[src/rtl/acia_pkg.sv]
// Shared constants for the ACIA bus initiator: status bit positions, control
// bytes, register-select encodings and the host FSM state type.
package acia_pkg;

    localparam int ST_RXF = 0;
    localparam int ST_TXE = 1;
    localparam int ST_ERR = 4;
    localparam int ST_IRQ = 7;

    localparam logic [7:0] CTRL_MRST = 8'h03;
    localparam logic [7:0] CTRL_RXIE = 8'h80;

    localparam logic RS_CTRL = 1'b0;
    localparam logic RS_DATA = 1'b1;

    typedef enum logic [3:0] {
        MRST,
        CFG,
        SETTLE,
        POLL,
        SCAP,
        RDAT,
        RCAP,
        WDAT,
        WWAIT,
        IDLE
    } host_state_t;

endpackage

[src/rtl/acia_host_timer.sv]
// Loadable down-counter that times the SETTLE, RDAT and WWAIT holds.
// Once loaded it decrements to zero and stays there.
module acia_host_timer #(
    parameter int W = 4
) (
    input  logic         clk,
    input  logic         reset_n,
    input  logic         load,
    input  logic [W-1:0] load_val,
    output logic         zero
);

    logic [W-1:0] count;

    always_ff @(posedge clk) begin
        if (!reset_n) begin
            count <= '0;
        end else if (load) begin
            count <= load_val;
        end else if (count != '0) begin
            count <= count - 1'b1;
        end
    end

    assign zero = (count == '0);

endmodule

[src/rtl/acia_host.sv]
// Bus initiator that configures an ACIA, polls its status and bridges its data
// register to valid/ready TX and RX streams. Optional: ACIA_HOST_IRQ_EN.
module acia_host
    import acia_pkg::*;
#(
    parameter int         PCLK_DIV  = 4,
    parameter logic [7:0] CTRL_WORD = 8'h00
) (
    input  logic       clk,
    input  logic       reset_n,
    output logic       acia_cs_n,
    output logic       acia_we_n,
    output logic       acia_rs,
    output logic [7:0] acia_din,
    input  logic [7:0] acia_dout,
    input  logic       acia_irq_n,
    input  logic [7:0] tx_data,
    input  logic       tx_valid,
    output logic       tx_ready,
    output logic [7:0] rx_data,
    output logic       rx_valid,
    input  logic       rx_ready,
    output logic       rx_err,
    output logic       init_done
);

    localparam int CW = $clog2(2 * PCLK_DIV + 1);
    localparam logic [CW-1:0] HOLD_LD  = CW'(PCLK_DIV - 1);
    localparam logic [CW-1:0] WWAIT_LD = CW'(2 * PCLK_DIV - 1);

`ifdef ACIA_HOST_IRQ_EN
    localparam host_state_t POLL_ENTRY = IDLE;
    localparam logic [7:0]  CFG_BYTE   = CTRL_WORD | CTRL_RXIE;
`else
    localparam host_state_t POLL_ENTRY = POLL;
    localparam logic [7:0]  CFG_BYTE   = CTRL_WORD;
    logic irq_unused;
    assign irq_unused = acia_irq_n;
`endif

    host_state_t     state, state_next;
    logic            hold_zero, hold_load;
    logic [CW-1:0]   hold_val;
    logic            err_cap;
    logic            cs_d, we_d, rs_d, txr_d;
    logic [7:0]      din_d;

    acia_host_timer #(.W(CW)) u_timer (
        .clk      (clk),
        .reset_n  (reset_n),
        .load     (hold_load),
        .load_val (hold_val),
        .zero     (hold_zero)
    );

    // Bus outputs are registered from the next state so the strobe lines up
    // with the state register; MRST therefore spends one idle cycle after reset.
    always_comb begin
        state_next = state;
        case (state)
            MRST:    if (!acia_cs_n) state_next = CFG;
            CFG:     state_next = SETTLE;
            SETTLE:  if (hold_zero) state_next = POLL_ENTRY;
`ifdef ACIA_HOST_IRQ_EN
            IDLE:    if (!acia_irq_n || tx_valid) state_next = POLL;
`endif
            POLL:    state_next = SCAP;
            SCAP: begin
                if (acia_dout[ST_RXF] && !rx_valid)     state_next = RDAT;
                else if (acia_dout[ST_TXE] && tx_valid) state_next = WDAT;
                else                                    state_next = POLL_ENTRY;
            end
            RDAT:    if (hold_zero) state_next = RCAP;
            RCAP:    state_next = POLL_ENTRY;
            WDAT:    state_next = WWAIT;
            WWAIT:   if (hold_zero) state_next = POLL_ENTRY;
            default: state_next = MRST;
        endcase
    end

    always_comb begin
        hold_load = 1'b0;
        hold_val  = HOLD_LD;
        if (state_next != state) begin
            case (state_next)
                SETTLE, RDAT: hold_load = 1'b1;
                WWAIT: begin
                    hold_load = 1'b1;
                    hold_val  = WWAIT_LD;
                end
                default: hold_load = 1'b0;
            endcase
        end
    end

    always_comb begin
        cs_d  = 1'b1;
        we_d  = 1'b1;
        rs_d  = RS_CTRL;
        din_d = 8'h00;
        txr_d = 1'b0;
        case (state_next)
            MRST: begin
                cs_d  = 1'b0;
                we_d  = 1'b0;
                din_d = CTRL_MRST;
            end
            CFG: begin
                cs_d  = 1'b0;
                we_d  = 1'b0;
                din_d = CFG_BYTE;
            end
            POLL: cs_d = 1'b0;
            RDAT: begin
                cs_d = 1'b0;
                rs_d = RS_DATA;
            end
            WDAT: begin
                cs_d  = 1'b0;
                we_d  = 1'b0;
                rs_d  = RS_DATA;
                din_d = tx_data;
                txr_d = 1'b1;
            end
            default: cs_d = 1'b1;
        endcase
    end

    always_ff @(posedge clk) begin
        if (!reset_n) begin
            state     <= MRST;
            acia_cs_n <= 1'b1;
            acia_we_n <= 1'b1;
            acia_rs   <= RS_CTRL;
            acia_din  <= 8'h00;
            tx_ready  <= 1'b0;
            rx_valid  <= 1'b0;
            rx_data   <= 8'h00;
            rx_err    <= 1'b0;
            init_done <= 1'b0;
            err_cap   <= 1'b0;
        end else begin
            state     <= state_next;
            acia_cs_n <= cs_d;
            acia_we_n <= we_d;
            acia_rs   <= rs_d;
            acia_din  <= din_d;
            tx_ready  <= txr_d;
            if (state_next == CFG) init_done <= 1'b1;
            if (state == SCAP) err_cap <= acia_dout[ST_ERR];
            if (state == RCAP) begin
                rx_data  <= acia_dout;
                rx_err   <= err_cap;
                rx_valid <= 1'b1;
            end else if (rx_valid && rx_ready) begin
                rx_valid <= 1'b0;
            end
        end
    end

endmodule

[config.mk]
export PLATFORM = sky130hd
export DESIGN_NAME = acia_host
export DESIGN_NICKNAME = d
export VERILOG_FILES = /design/src/rtl/acia_pkg.sv /design/src/rtl/acia_host_timer.sv /design/src/rtl/acia_host.sv
export SDC_FILE = /design/constraint.sdc
export NUM_CORES = 1
export LEC_CHECK = 0
export ABC_AREA = 1
export CAP_MARGIN = 5
export CORE_UTILIZATION = 40
export DETAILED_ROUTE_END_ITERATION = 8
export PLACE_DENSITY = 0.75
export SLEW_MARGIN = 30
export SYNTH_ARGS = -nofsm -noshare
export SYNTH_HDL_FRONTEND = slang
export SYNTH_SLANG_ARGS = --single-unit
[constraint.sdc]
create_clock -name clk -period 1.7 [get_ports clk]
set_clock_uncertainty 0.15 [all_clocks]
set_input_delay 0.51 -clock clk [delete_from_list [all_inputs] [get_ports clk]]
set_output_delay 0.51 -clock clk [all_outputs]
set_load 0.02 [all_outputs]
==> reports/qor.json <==
{
  "synth_cell_types": {"value": 22},
  "irDropWorstVdd": {"value": 0.9368, "unit": "mV"},
  "commonest_non_fill_non_tap_cells_in_the_layout": {"value": "sky130_fd_sc_hd__nor2_1, sky130_fd_sc_hd__dfxtp_1, sky130_fd_sc_hd__buf_4"},
  "cts.sinks": {"value": 32},
  "diodes": {"value": 0},
  "initial_utilization": {"value": 43.00, "unit": "%"},
  "post_synth.cell_area_avg": {"value": 7.042, "unit": "um2"},
  "final-seq-area": {"value": 658.1, "unit": "um2"},
  "grt_first_pass_wirelength": {"value": 5616, "unit": "um"},
  "first_global_vias": {"value": 1374},
  "die_ar": {"value": 3598, "unit": "um2"},
  "io_buffers": {"value": 42},
  "layout-drive-gt1-share": {"value": 35.34, "unit": "%"},
  "fillerInstances": {"value": 229},
  "cts_tree": {"value": "done"},
  "max_cap_violations": {"value": 0},
  "post_dp_cell_area": {"value": 1942, "unit": "um2"},
  "post_synth_inst_count": {"value": 191},
  "critical_path.endpoint_type": {"value": "register"},
  "ys_top_cells_by_area": {"value": "sky130_fd_sc_hd__dfxtp_1, sky130_fd_sc_hd__nor2_1, sky130_fd_sc_hd__nand2_1"},
  "finalInstanceArea": {"value": 2258, "unit": "um2"},
  "final_hold_viol_count": {"value": 0},
  "layout.cells.non_filler": {"value": 310},
  "post-place-cells": {"value": 291},
  "yosysWarningCount": {"value": 0},
  "critPathKind": {"value": "reg2reg"},
  "violations": {"value": "negative setup slack"},
  "antenna_found_initial": {"value": 0},
  "finalNetCount": {"value": 288},
  "run_status": {"value": "finished with violations"},
  "synth_largest_area_cell": {"value": "sky130_fd_sc_hd__dfxtp_1"},
  "synth.ff_latch_count": {"value": 32},
  "rsz0062_at_grt": {"value": "yes"},
  "crit_path_start_kind": {"value": "register"},
  "clk-insertion-delay-late": {"value": 0.34, "unit": "ns"},
  "mostFrequentLayoutCell": {"value": "sky130_fd_sc_hd__nor2_1"},
  "via_count": {"value": 1477},
  "layout_worst_path_cycle_share": {"value": 104.5, "unit": "%"},
  "ctsLongestPathBuffers": {"value": 2},
  "grt_start_max_net_pins": {"value": 16},
  "floorplan.die.width": {"value": 59.99, "unit": "um"},
  "multi_input_area": {"value": 775.7, "unit": "um2"},
  "maxSlewHeadroom": {"value": 82.61, "unit": "%"},
  "pwr_cell_area": {"value": 1321, "unit": "nW/um2"},
  "hold_path.class": {"value": "reg2reg"},
  "hpwl": {"value": 2298, "unit": "um"},
  "wirelength_routed": {"value": 3795, "unit": "um"},
  "maxSlewViolCount": {"value": 0},
  "preCtsSetupSlack": {"value": -0.5258, "unit": "ns"},
  "mappedNetlistNets": {"value": 213},
  "vias_per_cell": {"value": 4.765},
  "timing.final.setup_violations": {"value": 3},
  "drt_iter0_markers": {"value": 80},
  "grt_util_all_layers": {"value": 21.57, "unit": "%"},
  "yosys.area.top_type_share": {"value": 47.63, "unit": "%"},
  "cts_inserted_buffers": {"value": 5},
  "clock_root_buffer": {"value": "sky130_fd_sc_hd__clkbuf_4"},
  "setup_ws": {"value": -0.07637, "unit": "ns"},
  "cts_hold_buffers": {"value": 0},
  "drt_drc_violations_left": {"value": 0},
  "worst_slew_pin_slew": {"value": 0.2593, "unit": "ns"},
  "htree_depth": {"value": 2},
  "leakagePower": {"value": 1.088, "unit": "nW"},
  "avgRoutedWirePerCell": {"value": 12.24, "unit": "um"},
  "arrival": {"value": 1.87, "unit": "ns"},
  "overflow": {"value": 0},
  "synth_seq_area_share": {"value": 47.63, "unit": "%"},
  "mappedNetlistArea": {"value": 1345, "unit": "um2"},
  "clk_transition_reported_paths": {"value": 0.10, "unit": "ns"},
  "std_cell_rows": {"value": 20},
  "post_route_ant_nets": {"value": 0},
  "detail_route.first_pass.iterations": {"value": 4},
  "fmax": {"value": 0.5629, "unit": "GHz"},
  "timing.final.crit_period": {"value": 1.776, "unit": "ns"},
  "worst-path-max-fanout": {"value": 5},
  "routabilityCongestion": {"value": 0.8191},
  "fp.coreArea": {"value": 3128, "unit": "um2"},
  "critPathRequiredTime": {"value": 1.79, "unit": "ns"},
  "die_h": {"value": 59.99, "unit": "um"},
  "floorplan.io_pins": {"value": 44},
  "area.growth.synth_to_final": {"value": 67.91, "unit": "%"}
}
==> power by group <==
part           total [mW]  internal [mW]  leakage, nW  switching [mW]
registers           0.948          0.872        0.264          0.0757
logic                1.62          0.757        0.796           0.867
clock network       0.412          0.152       0.0281           0.260
total                2.98           1.78         1.09            1.20
==> path summary, 6_finish.rpt <==
check / start / end / slack, ns / cells after the start
setup / recovery: state[1]$_SDFF_PN0_ / u_timer.count[2]$_SDFFE_PN0P_ / -0.08 / 12
hold / removal: init_done$_SDFFE_PN0N_ / init_done$_SDFFE_PN0N_ / 0.34 / 1
setup reg to reg: state[1]$_SDFF_PN0_ / u_timer.count[2]$_SDFFE_PN0P_ / -0.08 / 12
hold reg to reg: init_done$_SDFFE_PN0N_ / init_done$_SDFFE_PN0N_ / 0.34 / 1
==> Yosys cell counts (all sizes together) <==
library cell and n:
nand3 13, or2 1, clkbuf 1, nand2 37, ha 1, nand3b 1
o21bai 1, clkinv 2, nor2 50, inv 26, o31ai 1, o21ai 13
o21a 1, xor2 2, nor3 3, dfxtp 32, a21oi 6
==> area by class of cell <==
class                      count  share of cell area [%]
clock inverter                 1                  0.2216
inverter                      28                   4.875
tap                           44                   2.438
sequential                    32                   29.14
timing repair buffer          69                   27.15
clock buffer                   6                   1.828
multi-input combinational    130                   34.35
==> sequential cells by signal, summed over array words and instances (netlist names) <==
| signal | flops |
|---|---|
| rx_err | 1 |
| err_cap | 1 |
| tx_ready | 1 |
| state | 4 |
| acia_cs_n | 1 |
| u_timer.count | 4 |
| init_done | 1 |
| acia_rs | 1 |
| rx_valid | 1 |
| acia_din | 8 |
| acia_we_n | 1 |
| rx_data | 8 |
==> timing repair <==
action	CTS	global route
setup buffers	6	6
pin swaps	18	23
setup endpoints to repair	32	32
hold endpoints to repair	0	0
resized for setup	53	60
cloned	0	0
==> through the flow <==
stage	util [%]	hold WS [ns]	total power [mW]	TNS, ns
final	72.20	0.3399	2.984	-0.2168
after global routing	72.20	0.3636	3.173	-1.448
after CTS	66.68	0.3398	2.658	0
after detailed placement	62.08	0.3205	2.115	-5.732
after global placement	62.08	0.2979	2.094	-5.047
after floorplan	-	0.3201	1.615	0
==> kinds of logic (layout without fill, tap and decap cells) <==
logic type / after synthesis / after routing / synth area share, %
buffers and inverters: 29 / 104 / 8.093
XOR/XNOR: 2 / 2 / 1.303
adder cells (fa/ha/maj): 1 / 1 / 0.9301
AND/OR/NAND/NOR: 105 / 105 / 33.30
flip-flops: 32 / 32 / 47.63
AO/OA/AOI/OAI: 22 / 22 / 8.745
==> per-layer routing <==
metal,vias to the layer above,global-route usage [%],part of all wire (%)
met2,55,37.30,50
li1,741,-,-
met3,11,8.874,6.9
met4,0,9.967,2.9
met5,-,0,0
met1,670,22.65,41
==> critical path, cell delays in order, from the launching register on <==
cell and delay [ns]:
sky130_fd_sc_hd__dfxtp_4 0.41, sky130_fd_sc_hd__buf_4 0.13, sky130_fd_sc_hd__nand2_2 0.05, sky130_fd_sc_hd__nor2_2 0.16, sky130_fd_sc_hd__nor2_2 0.07, sky130_fd_sc_hd__nand2_4 0.09, sky130_fd_sc_hd__o21bai_1 0.07, sky130_fd_sc_hd__nor2_1 0.16
sky130_fd_sc_hd__nand2_2 0.09, sky130_fd_sc_hd__nand2_4 0.11, sky130_fd_sc_hd__nand2_2 0.06, sky130_fd_sc_hd__nand2_2 0.06, sky130_fd_sc_hd__nor2_1 0.05
(Power assumes the default switching activity.)
